File: config.mk
export PLATFORM = sky130hd
export DESIGN_NAME = gpi_irq
export DESIGN_NICKNAME = d
export VERILOG_FILES = /design/src/rtl/gpi_irq.sv
export SDC_FILE = /design/constraint.sdc
export NUM_CORES = 1
export LEC_CHECK = 0
export CORE_ASPECT_RATIO = 0.9
export CORE_MARGIN = 4
export CORE_UTILIZATION = 35
export DETAILED_ROUTE_END_ITERATION = 16
export DONT_BUFFER_PORTS = 1
export PLACE_DENSITY_LB_ADDON = 0.08
export SLEW_MARGIN = 20
export SYNTH_ARGS = -nofsm -noshare
export SYNTH_HDL_FRONTEND = slang
export SYNTH_SLANG_ARGS = --single-unit
File: constraint.sdc
create_clock -name clk -period 10.9 [get_ports clk]
set_input_delay 3.27 -clock clk [delete_from_list [all_inputs] [get_ports clk]]
set_output_delay 3.27 -clock clk [all_outputs]
set_load 0.005 [all_outputs]
File: src/rtl/gpi_irq.sv
// gpi_irq: general-purpose input slot peripheral.
// Per-bit synchroniser, optional shared-tick debounce, rising/falling edge
// detection into sticky W1C status, and a maskable level interrupt.
module gpi_irq #(
    parameter int W           = 8,
    parameter int SYNC_STAGES = 2,
    parameter int DB_W        = 16
) (
    input  logic          clk,
    input  logic          reset,
    input  logic          cs,
    input  logic          read,
    input  logic          write,
    input  logic [4:0]    addr,
    input  logic [31:0]   wr_data,
    output logic [31:0]   rd_data,
    input  logic [W-1:0]  din,
    output logic          irq
);

    localparam logic [DB_W-1:0] DB_ZERO = {DB_W{1'b0}};
    localparam logic [DB_W-1:0] DB_ONE  = DB_W'(1);
    localparam logic [W-1:0]    W_ZERO  = {W{1'b0}};

    logic [W-1:0]    sync_q [SYNC_STAGES];
    logic [W-1:0]    sync_d [SYNC_STAGES];
    logic [W-1:0]    sampled_q, sampled_d;
    logic [W-1:0]    filtered_q, filtered_d;
    logic [W-1:0]    filt_dly_q, filt_dly_d;
    logic [W-1:0]    status_q, status_d;
    logic [W-1:0]    rise_en_q, rise_en_d;
    logic [W-1:0]    fall_en_q, fall_en_d;
    logic [W-1:0]    irq_en_q, irq_en_d;
    logic [DB_W-1:0] db_period_q, db_period_d;
    logic [DB_W-1:0] cnt_q, cnt_d;

    logic [W-1:0]    synced_s;
    logic [W-1:0]    stable_s;
    logic [W-1:0]    rise_s, fall_s;
    logic [W-1:0]    clr_s;
    logic            tick_s;
    logic            bypass_s;
    logic            wr_en_s;
    logic [31:0]     rd_mux_s;
    // read strobe has no side effects; upper write bits beyond W/DB_W are ignored
    logic            unused_s;

    assign unused_s = ^{read, wr_data};
    assign wr_en_s  = cs & write;
    assign synced_s = sync_q[SYNC_STAGES-1];
    assign bypass_s = (db_period_q == DB_ZERO);
    assign tick_s   = !bypass_s && (cnt_q == db_period_q);
    assign stable_s = ~(synced_s ^ sampled_q);
    assign rise_s   = filtered_q & ~filt_dly_q;
    assign fall_s   = ~filtered_q & filt_dly_q;
    assign clr_s    = (wr_en_s && addr == 5'd1) ? wr_data[W-1:0] : W_ZERO;

    // Synchroniser chain: stage 0 captures the raw asynchronous inputs
    always_comb begin
        sync_d[0] = din;
        for (int i = 1; i < SYNC_STAGES; i++) begin
            sync_d[i] = sync_q[i-1];
        end
    end

    // Tick counter: runs 0..P, cleared by a DB_PERIOD write and idle in bypass
    always_comb begin
        cnt_d = cnt_q;
        if (wr_en_s && addr == 5'd5) begin
            cnt_d = DB_ZERO;
        end else if (bypass_s || tick_s) begin
            cnt_d = DB_ZERO;
        end else begin
            cnt_d = cnt_q + DB_ONE;
        end
    end

    // Debounce: accept a bit only when it agrees at two consecutive ticks
    always_comb begin
        sampled_d  = sampled_q;
        filtered_d = filtered_q;
        if (bypass_s) begin
            filtered_d = synced_s;
        end else if (tick_s) begin
            sampled_d  = synced_s;
            filtered_d = (synced_s & stable_s) | (filtered_q & ~stable_s);
        end else begin
            filtered_d = filtered_q;
        end
    end

    // Edge history and sticky status; a new edge beats a same-cycle W1C
    always_comb begin
        filt_dly_d = filtered_q;
        status_d   = (status_q & ~clr_s) | (rise_s & rise_en_q) | (fall_s & fall_en_q);
    end

    // Software-writable control registers
    always_comb begin
        rise_en_d   = rise_en_q;
        fall_en_d   = fall_en_q;
        irq_en_d    = irq_en_q;
        db_period_d = db_period_q;
        if (wr_en_s) begin
            case (addr)
                5'd2:    rise_en_d   = wr_data[W-1:0];
                5'd3:    fall_en_d   = wr_data[W-1:0];
                5'd4:    irq_en_d    = wr_data[W-1:0];
                5'd5:    db_period_d = wr_data[DB_W-1:0];
                default: db_period_d = db_period_q;
            endcase
        end else begin
            db_period_d = db_period_q;
        end
    end

    // State registers, all cleared by the asynchronous reset
    always_ff @(posedge clk or posedge reset) begin
        if (reset) begin
            for (int i = 0; i < SYNC_STAGES; i++) begin
                sync_q[i] <= W_ZERO;
            end
            sampled_q   <= W_ZERO;
            filtered_q  <= W_ZERO;
            filt_dly_q  <= W_ZERO;
            status_q    <= W_ZERO;
            rise_en_q   <= W_ZERO;
            fall_en_q   <= W_ZERO;
            irq_en_q    <= W_ZERO;
            db_period_q <= DB_ZERO;
            cnt_q       <= DB_ZERO;
        end else begin
            for (int i = 0; i < SYNC_STAGES; i++) begin
                sync_q[i] <= sync_d[i];
            end
            sampled_q   <= sampled_d;
            filtered_q  <= filtered_d;
            filt_dly_q  <= filt_dly_d;
            status_q    <= status_d;
            rise_en_q   <= rise_en_d;
            fall_en_q   <= fall_en_d;
            irq_en_q    <= irq_en_d;
            db_period_q <= db_period_d;
            cnt_q       <= cnt_d;
        end
    end

    // Read mux: unused bits and unmapped indices read as zero
    always_comb begin
        rd_mux_s = 32'd0;
        case (addr)
            5'd0:    rd_mux_s[W-1:0]    = filtered_q;
            5'd1:    rd_mux_s[W-1:0]    = status_q;
            5'd2:    rd_mux_s[W-1:0]    = rise_en_q;
            5'd3:    rd_mux_s[W-1:0]    = fall_en_q;
            5'd4:    rd_mux_s[W-1:0]    = irq_en_q;
            5'd5:    rd_mux_s[DB_W-1:0] = db_period_q;
            default: rd_mux_s           = 32'd0;
        endcase
    end

    assign rd_data = rd_mux_s;
    assign irq     = |(status_q & irq_en_q);

endmodule
# After elaboration in Yosys (flattened, before gate mapping)
# Cells that the tools add are included.
# word_totals
elab_cells	58
reg_bits	104
output_inout_bits	33
inputBits	50
# op_classes
n_reduce_logical	14
n_addsub	1
muxes	7
n_eq_ne	6
n_bitwise	19
# ops
op	count
$and 8x8->8	8
$pmux 8 s6	1
$not 8->8	5
$mux 16	2
$mux 8	4
$or 8x8->8	3
$add 16x1->16 const B	1
$eq 16x16->1	1
$logic_not 16->1	1
$eq 5x2->1 const B	2
$eq 5x3->1 const B	2
$reduce_and 2->1	5
$reduce_or 8->1	1
$xor 8x8->8	1
$eq 5x1->1 const B	1
$logic_not 5->1	1
$logic_and 1x1->1	3
$reduce_bool 2->1	1
$and 1x1->1	1
$logic_not 1->1	1
$logic_or 1x1->1	1
$not 1->1	1

# Longest topological paths before layout
# logic_depth
depth_word	7
ltp_mapped	7
depth_no_buf	6

# Worst setup path after synthesis
# Ideal clock, no wire load.
# synth_timing
path_type	input to output
from	in addr[1]
to	out rd_data[1]
t_arrival_ns	4.225
required_ns	7.630
path_stages	6
slack_ns	3.405
n_path_buf	2
path_cell_list	nor3_1 and3_1 buf_4 clkbuf_1 a222oi_1 o211ai_1
# synth_between
elab_chain_cells	2
elab_cells_between_ends	7
classes_between	eq/ne: 5; mux: 1; reduce/logical: 1
# synth_rtl
element	line	text
start: declaration	14	input logic [4:0] addr,
$eq 5x3->1, or another cell as far along	151	case (addr)
$pmux 8 s6 (*)	151	
end: declaration	16	output logic [31:0] rd_data,
# Mark *: on every way between the ends. The rest lies on a longest branch, timed or not.

# Worst setup path after layout
# layout_timing
from	in addr[1]
to	out rd_data[4]
# The elaborated chain is that of the path after synthesis.

==> results.py <==
metrics = {
    "setup_path": {
        "crit_chain": "nor4_4 > and2_1 > nand2_1 > o211ai_1",
        "cp.arrival_ps": 4740,
        "critPathMaxStageDelay_ps": 690,
        "critPathKind": "in -> out",
        "worstSetupStartpointType": "input port",
        "cp.required_ps": 7630,
        "crit_path_max_fanout": 9,
        "slowest_stage": "nor4_4",
        "cp-end-kind": "output port",
        "rrSetupSlack_ps": 8400,
    },
    "floorplan": {
        "start_util_pct": 36.1,
        "dieArea_um2": 15800,
        "die_h_um": 120,
        "io_pins": 83,
        "die_w_um": 132,
        "num_rows": 40,
        "core_area_um2": 13500,
    },
    "global_routing": {
        "grt_max_degree": 62,
        "grt-ovfl-total": 0,
        "grtUsageTotal_pct": 14.7,
        "antenna_found_initial": 0,
        "grt_first_pass_wirelength_mm": 17.8,
        "grt_pass1_vias": 2943,
    },
    "worst_hold_path": {
        "hold_path_class": "reg -> reg",
    },
    "layout": {
        "n_fill_cell": 1288,
        "antennaDiodeCount": 0,
        "layout_commonest_cell": "dfrtp_1",
        "syn_to_final_growth_pct": 7.67,
        "nets": 455,
        "regArea_um2": 2600,
        "multiInputGateArea_um2": 2080,
        "fin_area_um2": 5230,
        "fin_util_pct": 38.9,
        "layout_common_cells": "dfrtp_1 (104), mux2_2 (45), nand2_1 (30)",
        "drive_gt1_share_pct": 19.1,
    },
    "logic_synthesis": {
        "synth_seq_area_share_pct": 53.6,
        "synth_top_area_share_pct": 53.6,
        "synth_area_leader_cell": "dfrtp_1",
        "synthTopCellsByArea": "dfrtp_1 (54%), mux2_2 (10%), xor2_1 (4.7%)",
        "postSynthAreaPerCell_um2": 11.9,
        "ys_types": 39,
        "ys_ff_latch": 104,
        "yosys_warnings": 0,
        "synth_area_um2": 4860,
        "netlist_instances": 408,
    },
    "clocking": {
        "path_clk_slew_ps": 70,
        "clock_sinks": 104,
        "worstSkewPairLatency_ps": 350,
        "hold_buffers": 0,
        "cts_setup_buffers": 0,
        "htreeDepth": 3,
        "clockBufferDepth": 2,
        "cts_resized": 0,
        "cts_buffers": 9,
        "clock-root-buffer": "clkbuf_16",
        "cts_tree": "yes",
    },
    "placement": {
        "io_buffers": 0,
        "place_area_um2": 4930,
        "pre_cts_ws_ps": 2910,
        "hpwlAfterDp_mm": 7.67,
        "place_congestion": 0.789,
    },
    "routing": {
        "wl_per_cell_um": 19.6,
        "final_antenna_net_count": 0,
        "viasPerCell": 5.27,
        "drc_errors": 0,
        "drt_iter0_drc": 229,
        "vias": 3043,
        "wl_mm": 11.3,
        "dr.pass1.iters": 4,
    },
    "run_status": {
        "outcome": "complete, no violations",
    },
    "power_and_ir_drop": {
        "ir_drop_v": 0.0000824,
        "p_leak_nw": 2.38,
        "p_per_area_nw_per_um2": 200,
    },
    "flow_run": {
        "max_cap_viol_count": 0,
    },
    "sta": {
        "fin_ws_ps": 2890,
        "fmax_ghz": 0.125,
        "tns_ps": 0,
        "fin_skew_ps": 9.50,
        "slew_violations": 0,
        "setup_viol": 0,
        "rsz0062_at_grt": "false",
        "finalCriticalPeriod_ps": 8010,
        "maxSlewHeadroom_pct": 43.1,
        "tightest_slew_ps": 854,
        "fin_crit_sh_pct": 73.5,
        "hold_viol": 0,
    },
}
synthesized netlist by cell type (all sizes together):
library cell / number
nor4b: 1
dfrtp: 104
nor2: 20
nor3: 23
buf: 28
and4b: 1
xor2: 26
and4: 4
nand4: 5
a222oi: 7
o21ai: 10
nand2: 31
nand3b: 8
a21o: 8
o22ai: 1
nand3: 9
nor4: 9
a22oi: 12
and3b: 1
and3: 3
a211oi: 1
clkbuf: 4
conb: 1
xnor2: 4
and2: 10
a32oi: 1
inv: 4
mux2: 56
o211ai: 7
a21oi: 8
ha: 1
state kept, by name (all words and copies together) (netlist names), named ones only:
register / count
cnt_q: 16
db_period_q: 16
fall_en_q: 8
filt_dly_q: 8
irq_en_q: 8
rise_en_q: 8
sampled_q: 8
status_q: 8
sync_d: 8
synced_s: 8
per-layer routing:
| metal | share of wire, % | wire (um) | track usage [%] | vias to the layer above |
|---|---|---|---|---|
| li1 | - | - | - | 1428 |
| met1 | 50 | 5680 | 21.6 | 1537 |
| met2 | 44 | 4960 | 20.8 | 70 |
| met3 | 5.1 | 574 | 4.44 | 8 |
| met4 | 1.0 | 119 | 4.03 | 0 |
| met5 | 0 | 0 | 0 | - |
critical path: cells and delay by family:
family          cells  cell delay [ps]
compound gates      1              200
simple gates        3             1260
area by class of cell:
type	count	share of cell area, %
repair buffers	2	0.287
clock buffers	13	5.36
well taps	168	4.02
clock inverters	3	0.430
inverters	4	0.335
flip-flops and latches	104	49.7
multi-input cells	283	39.8
worst paths after layout:
path	from	to	cells after the start
worst max-delay path	addr[1]	rd_data[4]	4
worst min-delay path	sync_d[7]	synced_s[7]	0
worst max register to register	db_period_q[5]	sampled_q[0]	5
worst min register to register	sync_d[7]	synced_s[7]	0
max in group asynchronous	reset	status_q[5]	2
min in group asynchronous	reset	db_period_q[10]	1
through the flow:
step | hold WS (ps) | cells | total power, mW
after floorplan | 331 | 423 | 0.683
after global placement | 332 | 561 | 0.724
after detailed placement | 335 | 561 | 0.731
after CTS | 351 | 577 | 1.07
after global routing | 362 | 577 | 1.11
final | 349 | 577 | 1.05
kinds of logic after synthesis:
family / Yosys count / synth area share (%)
AO/OA/AOI/OAI: 55 / 7.93
XOR/XNOR: 30 / 5.41
adder cells (fa/ha/maj): 1 / 0.257
buffers and inverters: 36 / 4.84
flip-flops: 104 / 53.6
multiplexers: 56 / 13.6
other: 1 / 0.0772
AND/OR/NAND/NOR: 125 / 14.3
where the power goes:
group	internal, mW	total, mW	switching (mW)
Clock	0.181	0.326	0.145
Sequential	0.464	0.543	0.0787
Combinational	0.0974	0.178	0.0807
(Power assumes the default switching activity.)
